<file path="src/rtl/pipe_hazard_ctrl.sv">
// Pipeline sequencing controller: boot hold, load-use bubbles, data-memory
// wait stalls and stretched branch flushes for the PC unit and pipeline registers.
module pipe_hazard_ctrl #(
    parameter int REG_BITS     = 5,
    parameter int FLUSH_CYCLES = 2,
    parameter int MEM_TIMEOUT  = 255
) (
    input  logic                clk,
    input  logic                reset,
    input  logic                boot_active,
    input  logic [REG_BITS-1:0] id_rs1,
    input  logic [REG_BITS-1:0] id_rs2,
    input  logic                id_use_rs1,
    input  logic                id_use_rs2,
    input  logic [REG_BITS-1:0] ex_rd,
    input  logic                ex_is_load,
    input  logic                ex_branch_taken,
    input  logic                mem_req,
    input  logic                mem_ready,
    output logic                stop,
    output logic                if_id_hold,
    output logic                id_ex_bubble,
    output logic                flush,
    output logic                mem_timeout_err,
    output logic [2:0]          state_dbg
);

    typedef enum logic [2:0] {
        ST_BOOT     = 3'd0,
        ST_RUN      = 3'd1,
        ST_LU_STALL = 3'd2,
        ST_MEM_WAIT = 3'd3,
        ST_FLUSH    = 3'd4
    } state_t;

    // The cycle that sees the branch is itself a flush cycle, so the FLUSH
    // state only needs to cover the remaining FLUSH_CYCLES-1 cycles.
    localparam bit         BR_EXTEND       = (FLUSH_CYCLES > 1);
    localparam logic [3:0] FLUSH_INIT_BOOT = 4'(FLUSH_CYCLES - 1);
    localparam logic [3:0] FLUSH_INIT_BR   = BR_EXTEND ? 4'(FLUSH_CYCLES - 2) : 4'd0;
    localparam logic [7:0] WAIT_LIMIT      = 8'(MEM_TIMEOUT);

    state_t       state_r;
    logic [3:0]   flush_cnt_r;
    logic [7:0]   wait_cnt_r;
    logic         err_r;
    logic         lu_hazard_s;
    logic         mem_stall_s;
    logic         rs1_match_s;
    logic         rs2_match_s;

    // Hazard detection on the decode/execute pair and the memory stage
    always_comb begin
        rs1_match_s = id_use_rs1 && (id_rs1 == ex_rd);
        rs2_match_s = id_use_rs2 && (id_rs2 == ex_rd);
        lu_hazard_s = ex_is_load && (ex_rd != {REG_BITS{1'b0}}) && (rs1_match_s || rs2_match_s);
        mem_stall_s = mem_req && !mem_ready;
    end

    // Sequencing FSM with its flush/wait counters and sticky timeout flag
    always_ff @(posedge clk or posedge reset) begin
        if (reset) begin
            state_r     <= ST_BOOT;
            flush_cnt_r <= 4'd0;
            wait_cnt_r  <= 8'd0;
            err_r       <= 1'b0;
        end else if (boot_active && (state_r != ST_BOOT)) begin
            state_r     <= ST_BOOT;
            flush_cnt_r <= 4'd0;
            wait_cnt_r  <= 8'd0;
        end else begin
            case (state_r)
                ST_BOOT: begin
                    if (!boot_active) begin
                        state_r     <= ST_FLUSH;
                        flush_cnt_r <= FLUSH_INIT_BOOT;
                    end
                end
                ST_RUN: begin
                    if (ex_branch_taken) begin
                        if (BR_EXTEND) begin
                            state_r     <= ST_FLUSH;
                            flush_cnt_r <= FLUSH_INIT_BR;
                        end
                    end else if (mem_stall_s) begin
                        state_r    <= ST_MEM_WAIT;
                        wait_cnt_r <= 8'd1;
                    end else if (lu_hazard_s) begin
                        state_r <= ST_LU_STALL;
                    end
                end
                ST_LU_STALL: begin
                    state_r <= ST_RUN;
                end
                ST_MEM_WAIT: begin
                    if (mem_ready) begin
                        state_r    <= ST_RUN;
                        wait_cnt_r <= 8'd0;
                    end else if (wait_cnt_r == WAIT_LIMIT) begin
                        // Abandon the access: report it and let the pipe move on
                        state_r    <= ST_RUN;
                        wait_cnt_r <= 8'd0;
                        err_r      <= 1'b1;
                    end else if (wait_cnt_r != 8'hFF) begin
                        wait_cnt_r <= wait_cnt_r + 8'd1;
                    end
                end
                ST_FLUSH: begin
                    if (flush_cnt_r == 4'd0) begin
                        state_r <= ST_RUN;
                    end else begin
                        flush_cnt_r <= flush_cnt_r - 4'd1;
                    end
                end
                default: begin
                    state_r     <= ST_BOOT;
                    flush_cnt_r <= 4'd0;
                    wait_cnt_r  <= 8'd0;
                end
            endcase
        end
    end

    // Pipeline control decode; RUN follows the live inputs, other states are fixed
    always_comb begin
        stop         = 1'b1;
        if_id_hold   = 1'b0;
        id_ex_bubble = 1'b1;
        flush        = 1'b1;
        case (state_r)
            ST_BOOT: begin
                stop         = 1'b1;
                if_id_hold   = 1'b0;
                id_ex_bubble = 1'b1;
                flush        = 1'b1;
            end
            ST_RUN: begin
                if (ex_branch_taken) begin
                    stop         = 1'b0;
                    if_id_hold   = 1'b0;
                    id_ex_bubble = 1'b1;
                    flush        = 1'b1;
                end else if (mem_stall_s) begin
                    stop         = 1'b1;
                    if_id_hold   = 1'b1;
                    id_ex_bubble = 1'b0;
                    flush        = 1'b0;
                end else if (lu_hazard_s) begin
                    stop         = 1'b1;
                    if_id_hold   = 1'b1;
                    id_ex_bubble = 1'b1;
                    flush        = 1'b0;
                end else begin
                    stop         = 1'b0;
                    if_id_hold   = 1'b0;
                    id_ex_bubble = 1'b0;
                    flush        = 1'b0;
                end
            end
            ST_LU_STALL: begin
                stop         = 1'b0;
                if_id_hold   = 1'b0;
                id_ex_bubble = 1'b0;
                flush        = 1'b0;
            end
            ST_MEM_WAIT: begin
                stop         = 1'b1;
                if_id_hold   = 1'b1;
                id_ex_bubble = 1'b0;
                flush        = 1'b0;
            end
            ST_FLUSH: begin
                stop         = 1'b0;
                if_id_hold   = 1'b0;
                id_ex_bubble = 1'b1;
                flush        = 1'b1;
            end
            default: begin
                stop         = 1'b1;
                if_id_hold   = 1'b0;
                id_ex_bubble = 1'b1;
                flush        = 1'b1;
            end
        endcase
    end

    assign mem_timeout_err = err_r;
    assign state_dbg       = state_r;

endmodule

</file>
<file path="config.mk">
export PLATFORM = sky130hd
export DESIGN_NAME = pipe_hazard_ctrl
export DESIGN_NICKNAME = d
export VERILOG_FILES = /design/src/rtl/pipe_hazard_ctrl.sv
export SDC_FILE = /design/constraint.sdc
export NUM_CORES = 1
export LEC_CHECK = 0
export ABC_AREA = 1
export BUFFER_PORTS_ARGS = -buffer_cell sky130_fd_sc_hd__clkbuf_2
export CAP_MARGIN = 20
export CORE_UTILIZATION = 25
export CTS_CLUSTER_SIZE = 16
export DETAILED_ROUTE_END_ITERATION = 8
export GPL_ROUTABILITY_DRIVEN = 0
export PLACE_DENSITY = 0.45
export SKIP_CTS_REPAIR_TIMING = 1
export SLEW_MARGIN = 15
export SYNTH_ARGS = -nofsm -noshare
export SYNTH_HDL_FRONTEND = slang
export SYNTH_SLANG_ARGS = --single-unit
</file>
<file path="constraint.sdc">
create_clock -name clk -period 1.9 [get_ports clk]
set_input_delay 0.095 -clock clk [delete_from_list [all_inputs] [get_ports clk]]
set_output_delay 0.095 -clock clk [all_outputs]
set_load 0.02 [all_outputs]
</file>
## Word level (Yosys, flattened, before mapping)

Index checks and enable logic that the tools add are counted.

- Add/subtract/negate cells: 2
- Eq/ne operators: 19
- Mux-type cells: 31
- Bitwise operators: 2
- Reductions and logical operators: 19

Operators by type and width:

| cell | count |
|---|---|
| 8-bit two-way mux | 6 |
| 3-bit two-way mux | 8 |
| 8-bit case mux with 3 select lines | 1 |
| 3-bit inequality test, second input constant | 6 |
| 4-bit two-way mux | 4 |
| 4-bit case mux with 4 select lines | 1 |
| 4-bit AND reduction | 4 |
| 3-bit case mux with 5 select lines | 1 |
| 5-bit == test | 2 |
| 5-bit inequality test, second input constant | 2 |
| 8-bit by 1-bit adder with 8-bit output, second input constant | 1 |
| 8-bit == test, second input constant | 1 |
| 8-bit inequality test, second input constant | 1 |
| 1-bit case mux with 2 select lines | 4 |
| 3-bit by 2-bit == test with 1-bit output, second input constant | 2 |
| 1-bit logical AND | 6 |
| 1-bit two-way mux | 6 |
| 5-bit nonzero test | 1 |
| 4-bit zero test | 1 |
| 2-bit by 1-bit inequality test with 1-bit output, second input constant | 2 |
| 4-bit inequality test, second input constant | 1 |
| 2-bit OR reduction | 2 |
| 4-bit by 1-bit subtractor with 4-bit output, second input constant | 1 |
| 3-bit by 1-bit == test with 1-bit output, second input constant | 1 |
| 7 further kinds | 8 |

- Register bits after elaboration: 16
- Input port bits: 24
- Output and inout port bits: 8
- Logic and storage cells: 77

## Depth between registers and ports, before layout

- Depth after elaboration: 9
- Mapped depth: 11
- Mapped depth without buffers: 11

## Worst setup path before layout

OpenSTA, ideal clock, no wires.

- Kind: flip-flop to flip-flop
- Start point: register state_r[1] (netlist: state_dbg[1])
- End point: register state_r[1] (netlist: state_dbg[1])
- Library setup time: 0.120 ns
- Arrival: 1.349 ns
- Data required time: 1.780 ns
- Path slack: 0.431 ns
- Stages on the path, launching flop included: 9
- Path buffers: 0
- Period minus slack after synthesis: 1.469 ns
- Cells stage by stage: dfrtp_1 > inv_2 > nand2_2 > o21ai_4 > nand4_4 > nand2_2 > inv_2 > nand3b_1 > nand2_1

- Longest elaborated chain between the ends: 4
- Elaborated cells between the ends (all ways): 14
- Classes of those cells: 8 x eq/ne; 2 x mux; 4 x reduce/logical

Ends and longest elaborated chain:

| element | line | text |
|---|---|---|
| start: declaration | 43 | `state_t state_r;` |
| start signal: assignment | 63 | `state_r <= ST_BOOT;` |
| start signal: assignment | 68 | `state_r <= ST_BOOT;` |
| start signal: assignment | 75 | `state_r <= ST_FLUSH;` |
| 3-bit nonzero test | 67 | `end else if (boot_active && (state_r != ST_BOOT)) begin` |
| 1-bit logical AND | 67 |  |
| 5-bit inequality test (no line), or another cell as far along | n/a |  |
| 4-bit AND reduction (no line) | n/a |  |

Several ways; a longest one is shown, not always the timed one.
A chain may end at the register's enable or synchronous reset.

## Worst setup path after layout

- Start point: register state_r[1] (netlist: state_dbg[1])
- End point: output id_ex_bubble

- Longest elaborated chain between the ends: 3
- Elaborated cells between the ends (all ways): 5
- Classes of those cells: 3 x eq/ne; 1 x mux; 1 x reduce/logical

Ends and longest elaborated chain:

| element | line | text |
|---|---|---|
| 3-bit by 2-bit == test with 1-bit output | 130 | `case (state_r)` |
| 2-bit OR reduction (no line) | n/a |  |
| 1-bit case mux with 2 select lines (*) | 130 |  |
| end: declaration | 22 | `output logic id_ex_bubble,` |

Mark *: on every way between the ends. The rest lies on a longest branch, timed or not.

==> impl_metrics.toml <==
[routing]
routed_wirelength_um = 3180
route.detailed.drc = 0
drtAntennaViolNets = 0
vias = 1337
viasPerCell = 4.29
wl_met1_um = 1770
met3_length_um = 98
top_layer = "met4"
routedWlPerCell_um = 10.2
wl_met2_um = 1300
dr.pass1.iters = 4
drt-initial-drc-count = 65

[timing]
hold_violations = 0
finalSetupTns_ps = 0
min_period_ps = 1730
setup_violations = 0
worst_pin_slew_ps = 649
max_freq_ghz = 0.579
clock_skew_ps = 1.01
min_period_over_period_pct = 90.9
relSlewSlack_pct = 56.7
rsz0062_at_grt = "false"
slew_viol_final = 0

[cts]
clockBufferDepth = 2
cts-root-buf = "clkbuf_8"
clk_pin_slew_ps = 60
clock_sinks = 16
htreeDepth = 1
clk-insertion-delay-late_ps = 250
cts_buffers = 3
cts_tree = "built"

[pwr]
seqPwrFrac_pct = 27.9
p_comb_share_pct = 54.0
ir_worst_vdd_mv = 0.289
swShare_pct = 47.0
p_per_area_mw_per_mm2 = 1040
p_leak_uw = 0.000897
p_int_uw = 886
finalPower_uw = 1670
clockPowerShare_pct = 18.1
p_switching_uw = 785

[grt]
track_usage_pct = 13.0
antenna_found_initial = 0
grt_max_degree = 17
grt-ovfl-total = 0
grt_pass1_vias = 1233
grt_pass1_wl_um = 5510

[die]
die_height_um = 74.4
pin_count = 32
num_rows = 25
die_area_mm2 = 0.00553
fp.dieW_um = 74.4
initial_core_util_pct = 26.8
core_mm2 = 0.00488

[critical_path]
rr_startpoint = "state_dbg[1]"
r2r_slack_ps = 270
crit_end = "id_ex_bubble"
startpoint = "state_dbg[1]"
crit_type = "register to output pin"
crit_path_end_kind = "output pin"
required_ps = 1800
crit_path_max_fanout = 6
reg2regPathDepth = 8
worstPathArrival_ps = 1630
rr_endpoint = "state_dbg[1]"
startpoint_type = "register"

[placement]
hpwl_um = 2560
numPortBuffers = 31

[cells_and_area]
area_growth_syn_to_layout_pct = 23.2
diodes = 0
drive_gt1_share_pct = 23.7
regArea_um2 = 400
fillCellCount = 571
nets = 273
multi_input_area_um2 = 761

[synth]
synth-async-reset-ratio_pct = 100
synthDistinctLibCells = 26
ys_seq_area_share_pct = 30.6
synth_top_family_by_area = "simple AND/OR/NAND/NOR gates"
synth_top_area_share_pct = 30.6
syn_area_per_cell_um2 = 6.27
synth_xor_area_share_pct = 1.34
synth_flop_cell = "dfrtp_1"
syn_area_mm2 = 0.00131
synth-seq-cells = 16
yosysTopAreaCell = "dfrtp_1"
syn-num-nets = 236
synth_warnings = 0
synth-compound-area-share_pct = 11.9
synth_edf_count = 0
synth_fa_ha_area_share_pct = 2.87
synthSimpleGateAreaFrac_pct = 41.9
ys_top_cells_by_count = "nand2_1 (57), nor2_1 (33), inv_1 (32)"
yosys-top-cells-area = "dfrtp_1 (31%), nand2_1 (16%), nor2_1 (9.5%)"
synthMuxAreaShare_pct = 0
synth.most_common_cell = "nand2_1"
synthCells = 209

[run_status]
outcome = "finished clean"

[worst_hold_path]
hold_class = "input pin to register"

[job]
maxCapViolations = 0
routing by layer:
metal / up-vias / global-route usage (%)
met5: - / 0
met4: 0 / 2.94
met3: 2 / 3.25
met2: 29 / 19.3
met1: 576 / 18.7
li1: 730 / -
final cells by class:
type                            instances  share of cell area [%]
Sequential cell                        16                    24.8
Multi-Input combinational cell        154                    47.1
Clock buffer                            4                    3.41
Inverter                               39                    9.22
Timing Repair Buffer                   32                    10.2
Tap cell                               67                    5.19
cell families after synthesis:
logic type               Yosys count
AO/OA/AOI/OAI                     26
AND/OR/NAND/NOR                  123
flip-flops                        16
XOR/XNOR                           2
buffers and inverters             39
adder cells (fa/ha/maj)            3
worst min path at each step:
stage                      endpoint  startpoint  cells after the start
global route        mem_timeout_err   mem_ready                      3
detailed placement   flush_cnt_r[2]       reset                      2
global placement     flush_cnt_r[2]       reset                      2
finish                wait_cnt_r[6]   mem_ready                      4
floorplan            flush_cnt_r[0]       reset                      1
CTS                    state_dbg[1]       reset                      2
sequential cells by signal (all words and copies together), names as in the netlist:
register	cells
wait_cnt_r	8
flush_cnt_r	4
state_dbg	3
mem_timeout_err	1
metrics by stage:
| step | instances | area, um^2 | utilization [%] | worst slack, ps | hold slack, ps |
|---|---|---|---|---|---|
| floorplan | 209 | 1310 | - | 431 | 8.74 |
| global placement | 307 | 1550 | 31.7 | 238 | 218 |
| detailed placement | 307 | 1550 | 31.7 | 293 | 222 |
| CTS | 311 | 1600 | 32.9 | 154 | -56.2 |
| global route | 312 | 1610 | 33.1 | 60.7 | 251 |
| finish | 312 | 1610 | 33.1 | 172 | 236 |
worst max-delay path: stages, from the launching register on:
cell and delay [ps]:
dfrtp_1 450, inv_2 110, nand2_2 130, inv_2 70, nor2_2 150, nand2_1 100
a31o_2 220, clkbuf_2 150
cells in the final DEF, fill, tap and decap left out, types with 2 or more instances in the layout:
cell type	n
nand2_1	57
a31o_2	2
nand3_1	16
dfrtp_1	16
clkbuf_8	4
ha_1	3
inv_2	6
nand2_2	4
nor2_1	33
inv_1	32
a21oi_1	12
o21ai_0	8
clkbuf_2	31
nor2_2	6
power groups by stage:
| stage | Clock, uW | Sequential, uW | Combinational (uW) |
|---|---|---|---|
| after floorplan | 0 | 484 | 656 |
| after global placement | 0 | 472 | 915 |
| after detailed placement | 0 | 474 | 901 |
| after CTS | 322 | 467 | 906 |
| after global routing | 335 | 477 | 1020 |
| final | 302 | 466 | 903 |
(Power assumes the default switching activity.)
